==> src/rtl/tone_pkg.sv <==
`default_nettype none
// ============================================================================
// Module  : tone_pkg
// Brief   : Shared types and default constants for the tone divider/meter.
// Revision: 1.0 - initial release
// ============================================================================
package tone_pkg;

  localparam int unsigned DEF_CNT_W       = 32;
  localparam int unsigned DEF_TIMEOUT     = 2000000;  // 20 ms at 100 MHz
  localparam int unsigned DEF_MATCH_TOL   = 4;
  localparam int unsigned DEF_SYNC_STAGES = 2;

  typedef logic [DEF_CNT_W-1:0] period_t;

  typedef enum logic [0:0] {
    IDLE    = 1'b0,
    MEASURE = 1'b1
  } meter_state_t;

endpackage
`default_nettype wire

==> src/rtl/sync_edge_det.sv <==
`default_nettype none
// ============================================================================
// Module  : sync_edge_det
// Brief   : Multi-flop synchroniser for an asynchronous input plus a
//           one-cycle rising-edge pulse on the synchronised level.
// Revision: 1.0 - initial release
// ============================================================================
module sync_edge_det
  import tone_pkg::*;
#(
  parameter int unsigned SYNC_STAGES = DEF_SYNC_STAGES
) (
  input  logic clk,
  input  logic rst,
  input  logic async_in,
  output logic sync_out,
  output logic rise
);

  logic [SYNC_STAGES-1:0] r_sync;
  logic                   r_prev;

  always_ff @(posedge clk) begin
    if (rst) begin
      r_sync <= '0;
      r_prev <= 1'b0;
    end else begin
      r_sync <= {r_sync[SYNC_STAGES-2:0], async_in};
      r_prev <= r_sync[SYNC_STAGES-1];
    end
  end

  assign sync_out = r_sync[SYNC_STAGES-1];
  assign rise     = r_sync[SYNC_STAGES-1] & ~r_prev;

endmodule
`default_nettype wire

==> src/rtl/tone_period_meter.sv <==
`default_nettype none
// ============================================================================
// Module  : tone_period_meter
// Brief   : Measures the period of a square-wave tone in clk cycles, flags
//           silence and a locked pitch. Define PERIOD_AVG_EN to report the
//           average of the last four raw periods instead of the raw period.
// Revision: 1.0 - initial release
// ============================================================================
module tone_period_meter
  import tone_pkg::*;
#(
  parameter int unsigned CNT_W       = DEF_CNT_W,
  parameter int unsigned TIMEOUT     = DEF_TIMEOUT,
  parameter int unsigned MATCH_TOL   = DEF_MATCH_TOL,
  parameter int unsigned SYNC_STAGES = DEF_SYNC_STAGES
) (
  input  logic             clk,
  input  logic             rst,
  input  logic             tone_in,
  output logic [CNT_W-1:0] period,
  output logic             period_valid,
  output logic             locked,
  output logic             silent
);

  localparam logic [CNT_W-1:0] c_TIMEOUT   = CNT_W'(TIMEOUT);
  localparam logic [CNT_W-1:0] c_MATCH_TOL = CNT_W'(MATCH_TOL);

  logic             w_rise;
  logic             w_tone_sync;
  logic             w_rise_q;
  meter_state_t     r_state;
  meter_state_t     w_state_nxt;
  logic [CNT_W-1:0] r_count;
  logic [CNT_W-1:0] r_prev;
  logic             r_prev_vld;
  logic             w_edge;
  logic             w_timeout;
  logic [CNT_W-1:0] w_diff;
  logic             w_match;

  sync_edge_det #(
    .SYNC_STAGES(SYNC_STAGES)
  ) u_sync (
    .clk     (clk),
    .rst     (rst),
    .async_in(tone_in),
    .sync_out(w_tone_sync),
    .rise    (w_rise)
  );

  assign w_rise_q  = w_rise & w_tone_sync;
  assign w_edge    = (r_state == MEASURE) && w_rise_q;
  // An edge on the TIMEOUT cycle wins and is published as a normal period.
  assign w_timeout = (r_state == MEASURE) && !w_rise_q && (r_count == c_TIMEOUT);
  assign w_diff    = (r_count >= r_prev) ? (r_count - r_prev) : (r_prev - r_count);
  assign w_match   = r_prev_vld && (w_diff <= c_MATCH_TOL);

  always_ff @(posedge clk) begin
    if (rst) r_state <= IDLE;
    else     r_state <= w_state_nxt;
  end

  always_comb begin
    w_state_nxt = r_state;
    case (r_state)
      IDLE:    if (w_rise_q)  w_state_nxt = MEASURE;
      MEASURE: if (w_timeout) w_state_nxt = IDLE;
      default: w_state_nxt = IDLE;
    endcase
  end

  always_ff @(posedge clk) begin
    if (rst) begin
      r_count    <= '0;
      r_prev     <= '0;
      r_prev_vld <= 1'b0;
      locked     <= 1'b0;
    end else if (r_state == IDLE) begin
      if (w_rise_q) r_count <= CNT_W'(1);
    end else if (w_rise_q) begin
      r_count    <= CNT_W'(1);
      r_prev     <= r_count;
      r_prev_vld <= 1'b1;
      locked     <= w_match;
    end else if (w_timeout) begin
      r_count    <= '0;
      r_prev     <= '0;
      r_prev_vld <= 1'b0;
      locked     <= 1'b0;
    end else begin
      r_count <= r_count + CNT_W'(1);
    end
  end

`ifdef PERIOD_AVG_EN
  // Three older raw periods plus the one closing now form the 4-entry window.
  logic [CNT_W-1:0] r_hist [3];
  logic [1:0]       r_fill;
  logic [CNT_W+1:0] w_sum;

  assign w_sum = {2'b00, r_count} + {2'b00, r_hist[0]}
               + {2'b00, r_hist[1]} + {2'b00, r_hist[2]};

  always_ff @(posedge clk) begin
    if (rst) begin
      period       <= '0;
      period_valid <= 1'b0;
      silent       <= 1'b1;
      r_fill       <= '0;
      for (int i = 0; i < 3; i++) r_hist[i] <= '0;
    end else begin
      period_valid <= 1'b0;
      if (w_edge) begin
        r_hist[0] <= r_count;
        r_hist[1] <= r_hist[0];
        r_hist[2] <= r_hist[1];
        if (r_fill == 2'd3) begin
          period       <= w_sum[CNT_W+1:2];
          period_valid <= 1'b1;
          silent       <= 1'b0;
        end else begin
          r_fill <= r_fill + 2'd1;
        end
      end else if (w_timeout) begin
        period       <= '0;
        period_valid <= 1'b1;
        silent       <= 1'b1;
        r_fill       <= '0;
        for (int i = 0; i < 3; i++) r_hist[i] <= '0;
      end
    end
  end
`else
  always_ff @(posedge clk) begin
    if (rst) begin
      period       <= '0;
      period_valid <= 1'b0;
      silent       <= 1'b1;
    end else begin
      period_valid <= 1'b0;
      if (w_edge) begin
        period       <= r_count;
        period_valid <= 1'b1;
        silent       <= 1'b0;
      end else if (w_timeout) begin
        period       <= '0;
        period_valid <= 1'b1;
        silent       <= 1'b1;
      end
    end
  end
`endif

endmodule
`default_nettype wire

==> config.mk <==
export PLATFORM = sky130hd
export DESIGN_NAME = tone_period_meter
export DESIGN_NICKNAME = d
export VERILOG_FILES = /design/src/rtl/tone_pkg.sv /design/src/rtl/sync_edge_det.sv /design/src/rtl/tone_period_meter.sv
export SDC_FILE = /design/constraint.sdc
export NUM_CORES = 1
export LEC_CHECK = 0
export CAP_MARGIN = 40
export CORE_MARGIN = 2
export CORE_UTILIZATION = 67
export CTS_BUF_LIST = sky130_fd_sc_hd__clkbuf_4 sky130_fd_sc_hd__clkbuf_8 sky130_fd_sc_hd__clkbuf_16
export CTS_CLUSTER_SIZE = 25
export DETAILED_ROUTE_END_ITERATION = 10
export GPL_TIMING_DRIVEN = 0
export HOLD_SLACK_MARGIN = 0.02
export PLACE_DENSITY = 0.87
export SLEW_MARGIN = 30
export SYNTH_ARGS = -nofsm -noshare
export SYNTH_HDL_FRONTEND = slang
export SYNTH_SLANG_ARGS = --single-unit
==> constraint.sdc <==
create_clock -name clk -period 9.8 [get_ports clk]
set_input_delay 2.45 -clock clk [delete_from_list [all_inputs] [get_ports clk]]
set_output_delay 2.45 -clock clk [all_outputs]
set_load 0.02 [all_outputs]
# Word-level counts from Yosys, hierarchy flattened
# Cells that the tools add are included.
[op_classes]
bitwise = 4
reduce_logical = 9
magnitude_cmp = 2
n_eq_ne = 1
mux = 18
addsub = 3
[op_table]
columns = ["op", "n"]
rows = [
  ["$mux 32", 8],
  ["$sub 32x32->32", 2],
  ["$add 32x1->32 const B", 1],
  ["$eq 32x21->1 const B", 1],
  ["$ge 32x32->1", 1],
  ["$le 32x3->1 const B", 1],
  ["$mux 1", 9],
  ["$reduce_bool 2->1", 3],
  ["$logic_and 1x1->1", 4],
  ["$and 1x1->1", 2],
  ["$not 1->1", 2],
  ["$pmux 1 s2", 1],
  ["$reduce_and 2->1", 1],
  ["$logic_not 1->1", 1],
]
[word_totals]
regBits = 104
output_inout_bits = 35
word_cells = 47
inputBits = 3

# Logic depth before layout (Yosys ltp)
# Gate-level depths: netlist (run 1).
[depth]
depth_word = 9
mapped_depth = 15
mapped_depth_nobuf = 12

# Cells and area by module
# Synthesis (run 1) repeated with hierarchy kept, for this count alone.
[hier_totals]
cells_unflattened = 1159
area_unflattened_um2 = 8184.1
[modules_own_cells]
columns = ["mod", "cells_each", "area_each_um2", "instances", "seq_area_each_um2"]
rows = [
  ["tone_period_meter", 1152, 8096.5, 1, 2021.9],
  ["sync_edge_det", 7, 87.6, 1, 60.1],
]

# Least setup slack after synthesis (run 1)
# OpenSTA, ideal clock, no wires.
[synth_timing]
kind = "input to register"
startpoint = "in rst"
endpoint = "reg period_valid"
path_slack_ns = 6.450
required_time_ns = 9.672
n_path_buf = 3
path_stages = 4
setup_ns = 0.128
arrival_ns = 3.222
path_cell_list = "clkbuf_1 > clkbuf_1 > clkbuf_1 > nor2_1"
[synth_lines]
columns = ["element", "line_no", "source"]
rows = [
  ["start, declared", "tone_period_meter.sv:18", "input logic rst,"],
  ["end signal, assigned", "tone_period_meter.sv:138", "period_valid <= 1'b0;"],
  ["end signal, assigned", "tone_period_meter.sv:141", "period_valid <= 1'b0;"],
  ["end signal, assigned", "tone_period_meter.sv:144", "period_valid <= 1'b1;"],
  ["end, declared", "tone_period_meter.sv:21", "output logic period_valid,"],
]
# No word-level cell between the ends.

# Worst setup path after layout (run 1)
[layout_timing]
startpoint = "reg r_count[5]"
endpoint = "reg locked"
[layout_via]
elab_chain_len = 5
word_cells_on_any_way = 11
classes_between = "add/sub (2); order compare (2); eq/ne (1); mux (2); reduce/logical (4)"
[layout_lines]
columns = ["element", "line_no", "source"]
rows = [
  ["start, declared", "tone_period_meter.sv:34", "logic [CNT_W-1:0] r_count;"],
  ["start signal, assigned", "tone_period_meter.sv:92", "r_count <= r_count + CNT_W'(1);"],
  ["$sub 32x32->32 or $ge 32x32->1 (tied branches)", "tone_period_meter.sv:56", "assign w_diff = (r_count >= r_prev) ? (r_count - r_prev) : (r_prev - r_count);"],
  ["$mux 32", "tone_period_meter.sv:56", ""],
  ["$le 32x3->1", "tone_period_meter.sv:57", "assign w_match = r_prev_vld && (w_diff <= c_MATCH_TOL);"],
  ["$logic_and 1x1->1", "tone_period_meter.sv:57", ""],
  ["$mux 1", "tone_period_meter.sv:81", "end else if (w_rise_q) begin"],
  ["end signal, assigned", "tone_period_meter.sv:85", "locked <= w_match;"],
  ["end, declared", "tone_period_meter.sv:22", "output logic locked,"],
]
# Several ways; a longest one is shown, not always the timed one.
# A chain may end at the register's enable or synchronous reset.

==> flow_metrics.tcl, run 1 <==
set metrics [dict create \
    coreArea_mm2 0.0114 \
    switching_power_mw 0.234 \
    cts_made_buffers 9 \
    clockRootBuffer "clkbuf_16" \
    die_h_um 112 \
    worst_skew_pair.late_latency_ps 360 \
    synth.yosys.seq_area_share_pct 26.6 \
    criticalPathCategory "flip-flop to flip-flop" \
    p_comb_share_pct 9.1 \
    cts-htree-levels 3 \
    dr.pass1.iters 6 \
    drc 0 \
    grt_max_degree 20 \
    power.share.clock_pct 41.9 \
    critPathLaunch "r_count[5]" \
    async_flop_share_pct 0 \
    endpoint "locked" \
    place_congestion 1.02 \
    min_path_type "flip-flop to flip-flop" \
    diodes 0 \
    cts_setup_buffers 0 \
    floorplan.initialDensity_pct 68.6 \
    die_area_mm2 0.0126 \
    met1_usage_pct 56.4 \
    whs_ps 454 \
    relSlewSlack_pct 41.9 \
    cp.required_ps 10020 \
    synth_nets 1149 \
    dp_hpwl_um 19600 \
    yosys.area.top_type "dfxtp_1" \
    grt_setup_unrepaired "no" \
    port_buffers 36 \
    synthCells 1081 \
    grt_antenna_before_repair 0 \
    dp.cells 1260 \
    die_w_um 112 \
    synthTopCellsByCount "nand2_1 (162), a21oi_1 (159), dfxtp_1 (104), inv_1 (73), nor2_1 (73)" \
    synthTopCellsByArea "dfxtp_1 (27%), ha_1 (10%), a21oi_1 (10%), nand2_1 (7.8%), inv_1 (3.5%)" \
    wl_per_cell_um 20.4 \
    final_antenna_net_count 0 \
    slew_viol_final 0 \
    p_int_mw 0.634 \
    fin_skew_ps 11.9 \
    synth_cell_type_count 78 \
    synth_warnings 0 \
    post_cts_resized 0 \
    synth_seq_cells 104 \
    fin_nets 1196 \
    grt_busiest_layer "met2" \
    cp-end-kind "flip-flop" \
    cp_max_fo 10 \
    cts_buffer_depth 2 \
    grt_pass1_wl_um 41100 \
    irDropWorstVdd_mv 0.162 \
    fillers 909 \
    fin_crit_ps 4360 \
    layoutNonFillerInstCount 1276 \
    reg2reg_from "r_count[5]" \
    cp-start-kind "flip-flop" \
    grtUsageMet2_pct 62.4 \
    synth.avg_cell_area_um2 7.24 \
    r2r_cells 14 \
    cts_tree "built" \
    syn2layout_area_growth_pct 10.6 \
    grt-ovfl-total 0 \
    rows 39 \
    crit_arrival_ps 4580 \
    worstMarginPinSlew_ps 868 \
    power_mw 0.868 \
    max_freq_mhz 229 \
    pin_count 38 \
    hold_viol 0 \
    cts_hold_buf 0 \
    sequentialPowerShare_pct 49.0 \
    yosysMostFrequentCell "nand2_1" \
    vias 8560 \
    cts.reportedPaths.clkPinSlew_ps 80 \
    status "finished clean" \
    r2r_setup_slack_ps 5440 \
    fin_util_pct 75.8 \
    drt_iter0_markers 1182 \
    use_met3_pct 7.02 \
    hp-start "period[20]" \
    timing.final.crit_share_pct 44.5 \
    synth-edff-count 0 \
    final-setup-viol-count 0 \
    netlist_area_mm2 0.00783 \
    drive_gt1_share_pct 6.27 \
    p_leak_nw 3.40 \
    clock-sinks 104 \
    avgViaCountPerCell 6.71 \
    synth_top_area_share_pct 26.6 \
    dominantRegCellSynth "dfxtp_1" \
    groute.usage.overall_pct 40.8 \
    tns_ps 0 \
    grt_pass1_vias 7844 \
    finalWirelength_um 26000 \
    r2r-end "locked" \
    powerDensity_mw_per_mm2 100 \
    maxCapViolations 0 \
    switching_share_pct 26.9 \
]
[worst min-delay path by stage]
stage	end	slack (ps)	cells after the start
2_1_floorplan	u_sync.r_sync[1]	410	1
3_3_place_gp	u_sync.r_sync[1]	440	1
3_5_place_dp	u_sync.r_sync[1]	430	1
4_1_cts	period[20]	460	2
5_1_grt	period[26]	470	2
6_report	period[20]	450	2
[registers in the layout (all words and copies together), names as in the netlist]
| register | count |
|---|---|
| period | 32 |
| r_count | 32 |
| r_prev | 32 |
| u_sync.r_sync | 2 |
| locked | 1 |
| period_valid | 1 |
| r_prev_vld | 1 |
| r_state | 1 |
| silent | 1 |
| u_sync.r_prev | 1 |
[power by group through the flow]
stage,combinational [mW],sequential (mW),clock (mW)
after floorplan,0.0549,0.434,0
after global placement,0.0751,0.435,0
after detailed placement,0.0756,0.435,0
after CTS,0.0769,0.425,0.359
after global routing,0.0849,0.425,0.378
final,0.0794,0.425,0.364
[critical path, stage by stage, from the launching register on]
cell and delay (ps):
dfxtp_1 340, clkbuf_1 340, inv_1 90, ha_1 300, buf_4 180, a21oi_1 300, o21a_1 170, nand2b_1 200
a31oi_1 130, nor2_1 670, o211ai_1 180, nor4_1 400, nand4_1 250, o221a_1 320, a311oi_1 350
[layout by cell type, fill, tap and decap left out, types with 16 or more instances in the layout]
cell             instances
nand2_1                162
a21oi_1                159
dfxtp_1                104
inv_1                   73
nor2_1                  73
ha_1                    65
o21ai_0                 49
clkbuf_1                39
clkdlybuf4s50_1         36
nand3_1                 34
nor3_1                  25
nand4_1                 24
buf_2                   17
a21o_1                  17
xor2_1                  16
[per-stage QoR]
step	setup WS, ps	area, µm²
final	5440	8660
after global routing	5190	8660
after CTS	5560	8660
after detailed placement	5620	8370
after global placement	5670	8370
after floorplan	6450	7830
[logic make-up after synthesis]
group	synth area share, %
AND/OR/NAND/NOR	24.3
AO/OA/AOI/OAI	26.9
buffers and inverters	7.08
flip-flops	26.6
adder cells (fa/ha/maj)	10.4
XOR/XNOR	3.47
multiplexers	1.20
[final cells by class]
type	count	area, µm²	area share [%]
Timing Repair Buffer	36	360	4.16
Clock inverter	6	57.6	0.665
Inverter	73	274	3.17
Clock buffer	10	233	2.69
Multi-Input combinational cell	842	5190	60.0
Tap cell	143	179	2.07
Buffer	62	280	3.24
Sequential cell	104	2080	24.0
[metal layers]
layer / share of wire [%] / up-vias / wire length [µm]
li1: - / 3914 / -
met1: 41 / 3961 / 10800
met2: 43 / 566 / 11300
met3: 10 / 119 / 2650
met4: 5.0 / 0 / 1310
met5: 0 / - / 0
Note: power is estimated with default switching activity, not from simulation.
==> inputs of run 2 (changes only) <==
Settings changed: CORE_UTILIZATION 67 to 62, PLACE_DENSITY 0.87 to 0.82.
Clock period 9.8 ns to 4.1 ns, I/O delays scaled along.
==> flow_metrics.tcl, run 2 (synthesized netlist as in run 1, its figures left out) <==
set metrics [dict create \
    cp-start-kind "flip-flop" \
    crit_path_cell_trace "inv_1 -> ha_1 -> buf_2 -> a21oi_1 -> o21ai_1 -> a21oi_1 -> o311ai_0 -> nor2_2 -> o211ai_1 -> nor4_1 -> nand4_1 -> o221a_1 -> a311oi_1" \
    floorplan.initialDensity_pct 62.8 \
    cp-end-kind "flip-flop" \
    timing.final.crit_share_pct 98.0 \
    clockRootBuffer "clkbuf_16" \
    dr.pass1.iters 6 \
    fin_nets 1194 \
    cpMostUsedCell "a21oi_1" \
    cp.required_ps 4350 \
    diodes 0 \
    crit_path_top_delay_cell "dfxtp_1" \
    fin_util_pct 70.1 \
    die_w_um 116 \
    grt_antenna_before_repair 0 \
    worstMarginPinSlew_ps 841 \
    min_path_type "flip-flop to flip-flop" \
    grt_setup_unrepaired "no" \
    cts_buffer_depth 2 \
    placed_area_mm2 0.00840 \
    syn2layout_area_growth_pct 11.7 \
    status "finished clean" \
    slew_viol_final 0 \
    cts_hold_buf 0 \
    cts-htree-levels 3 \
    grt_pass1_vias 7303 \
    vias 8375 \
    mostFrequentLayoutCells "nand2_1 (162), a21oi_1 (158), dfxtp_1 (103)" \
    clock-sinks 104 \
    rows 41 \
    cts_made_buffers 9 \
    grt-ovfl-total 0 \
    maxCapViolations 0 \
    die_area_mm2 0.0135 \
    groute.usage.overall_pct 37.8 \
    grt_max_degree 19 \
    power_mw 2.09 \
    place_congestion 1.05 \
    final-setup-viol-count 0 \
    cp_max_fo 10 \
    fin_skew_ps 6.83 \
    cts.reportedPaths.clkPinSlew_ps 70 \
    hold_viol 0 \
    relSlewSlack_pct 43.7 \
    port_buffers 36 \
    dp_hpwl_um 19800 \
    largestRegisters "period x32, r_count x32, r_prev x32" \
    max_freq_mhz 249 \
    grt_pass1_wl_um 39500 \
    finalWirelength_um 25400 \
    irDropWorstVdd_mv 0.398 \
    drive_gt1_share_pct 7.26 \
    die_h_um 116 \
    cts_setup_buffers 0 \
    critPathMaxStageDelay_ps 500 \
    final_common_cell "nand2_1" \
    wl_per_cell_um 19.5 \
    avgViaCountPerCell 6.43 \
    drt_iter0_markers 1258 \
    coreArea_mm2 0.0125 \
    crit_arrival_ps 4270 \
    powerDensity_mw_per_mm2 239 \
    fin_crit_ps 4020 \
    final_antenna_net_count 0 \
    finalInstanceArea_mm2 0.00874 \
    layoutNonFillerInstCount 1302 \
    criticalPathCategory "flip-flop to flip-flop" \
    cts_tree "built" \
    pin_count 38 \
    drc 0 \
    worst_skew_pair.late_latency_ps 360 \
    p_leak_nw 3.42 \
    dp.cells 1289 \
]
-- run 2: cell count changes in the layout (fill, tap and decap cells not counted), moves of 2 or more --
cell	change
clkbuf_2	+4
clkinv_4	+2
clkbuf_1	-6
inv_6	-3
-- run 2: stage by stage --
stage / hold WS [ps] / worst slack (ps) / TNS, ps
after floorplan: 414 / 905 / 0
after global placement: 443 / -26.6 / -26.6
after detailed placement: 443 / -16.5 / -16.5
after CTS: 456 / 40.8 / 0
after global routing: 475 / 16.4 / 0
final: 454 / 80.6 / 0
-- run 2: worst paths after layout --
check	start	to	slack [ps]	cells past startpoint
max	r_count[19]	locked	80	13
min	period[6]	period[6]	450	2
max reg2reg	r_count[19]	locked	80	13
min reg2reg	period[6]	period[6]	450	2
-- run 2: report_power, final --
group / internal [mW] / leakage, nW / total [mW] / switching [mW]
sequential: 1.01 / 0.839 / 1.02 / 0.00288
clock: 0.482 / 0.149 / 0.886 / 0.404
combinational: 0.0698 / 2.43 / 0.190 / 0.121
total: 1.56 / 3.42 / 2.09 / 0.527
-- run 2: worst max-delay path, delay by kind of cell (launching register included) --
kind,cells,cell delay (ps)
AOI/OAI and AO/OA,7,1550
DFF,1,500
and+or+nand+nor,3,1130
adders and majority gates,1,350
buffers and inverters,2,380
-- run 2: final cells by class --
type	instances	area [µm²]
buffer	60	278
tap	172	215
inverter	73	274
clock buffer	9	225
sequential	104	2080
fill	1085	3730
timing repair buffer	36	360
multi-input combinational	842	5230
clock inverter	6	78.8
-- run 2: layer usage --
layer,GRT usage (%),wire (µm),up-vias
met5,0,0,-
met4,13.2,841,0
met3,6.80,2250,70
met2,58.8,11300,492
met1,53.0,11000,3904
li1,-,-,3909
-- run 2: what timing repair did --
item                                    CTS  global route
cloned                                    0             0
gates resized for setup                   2            14
endpoints found under the setup margin    1             1
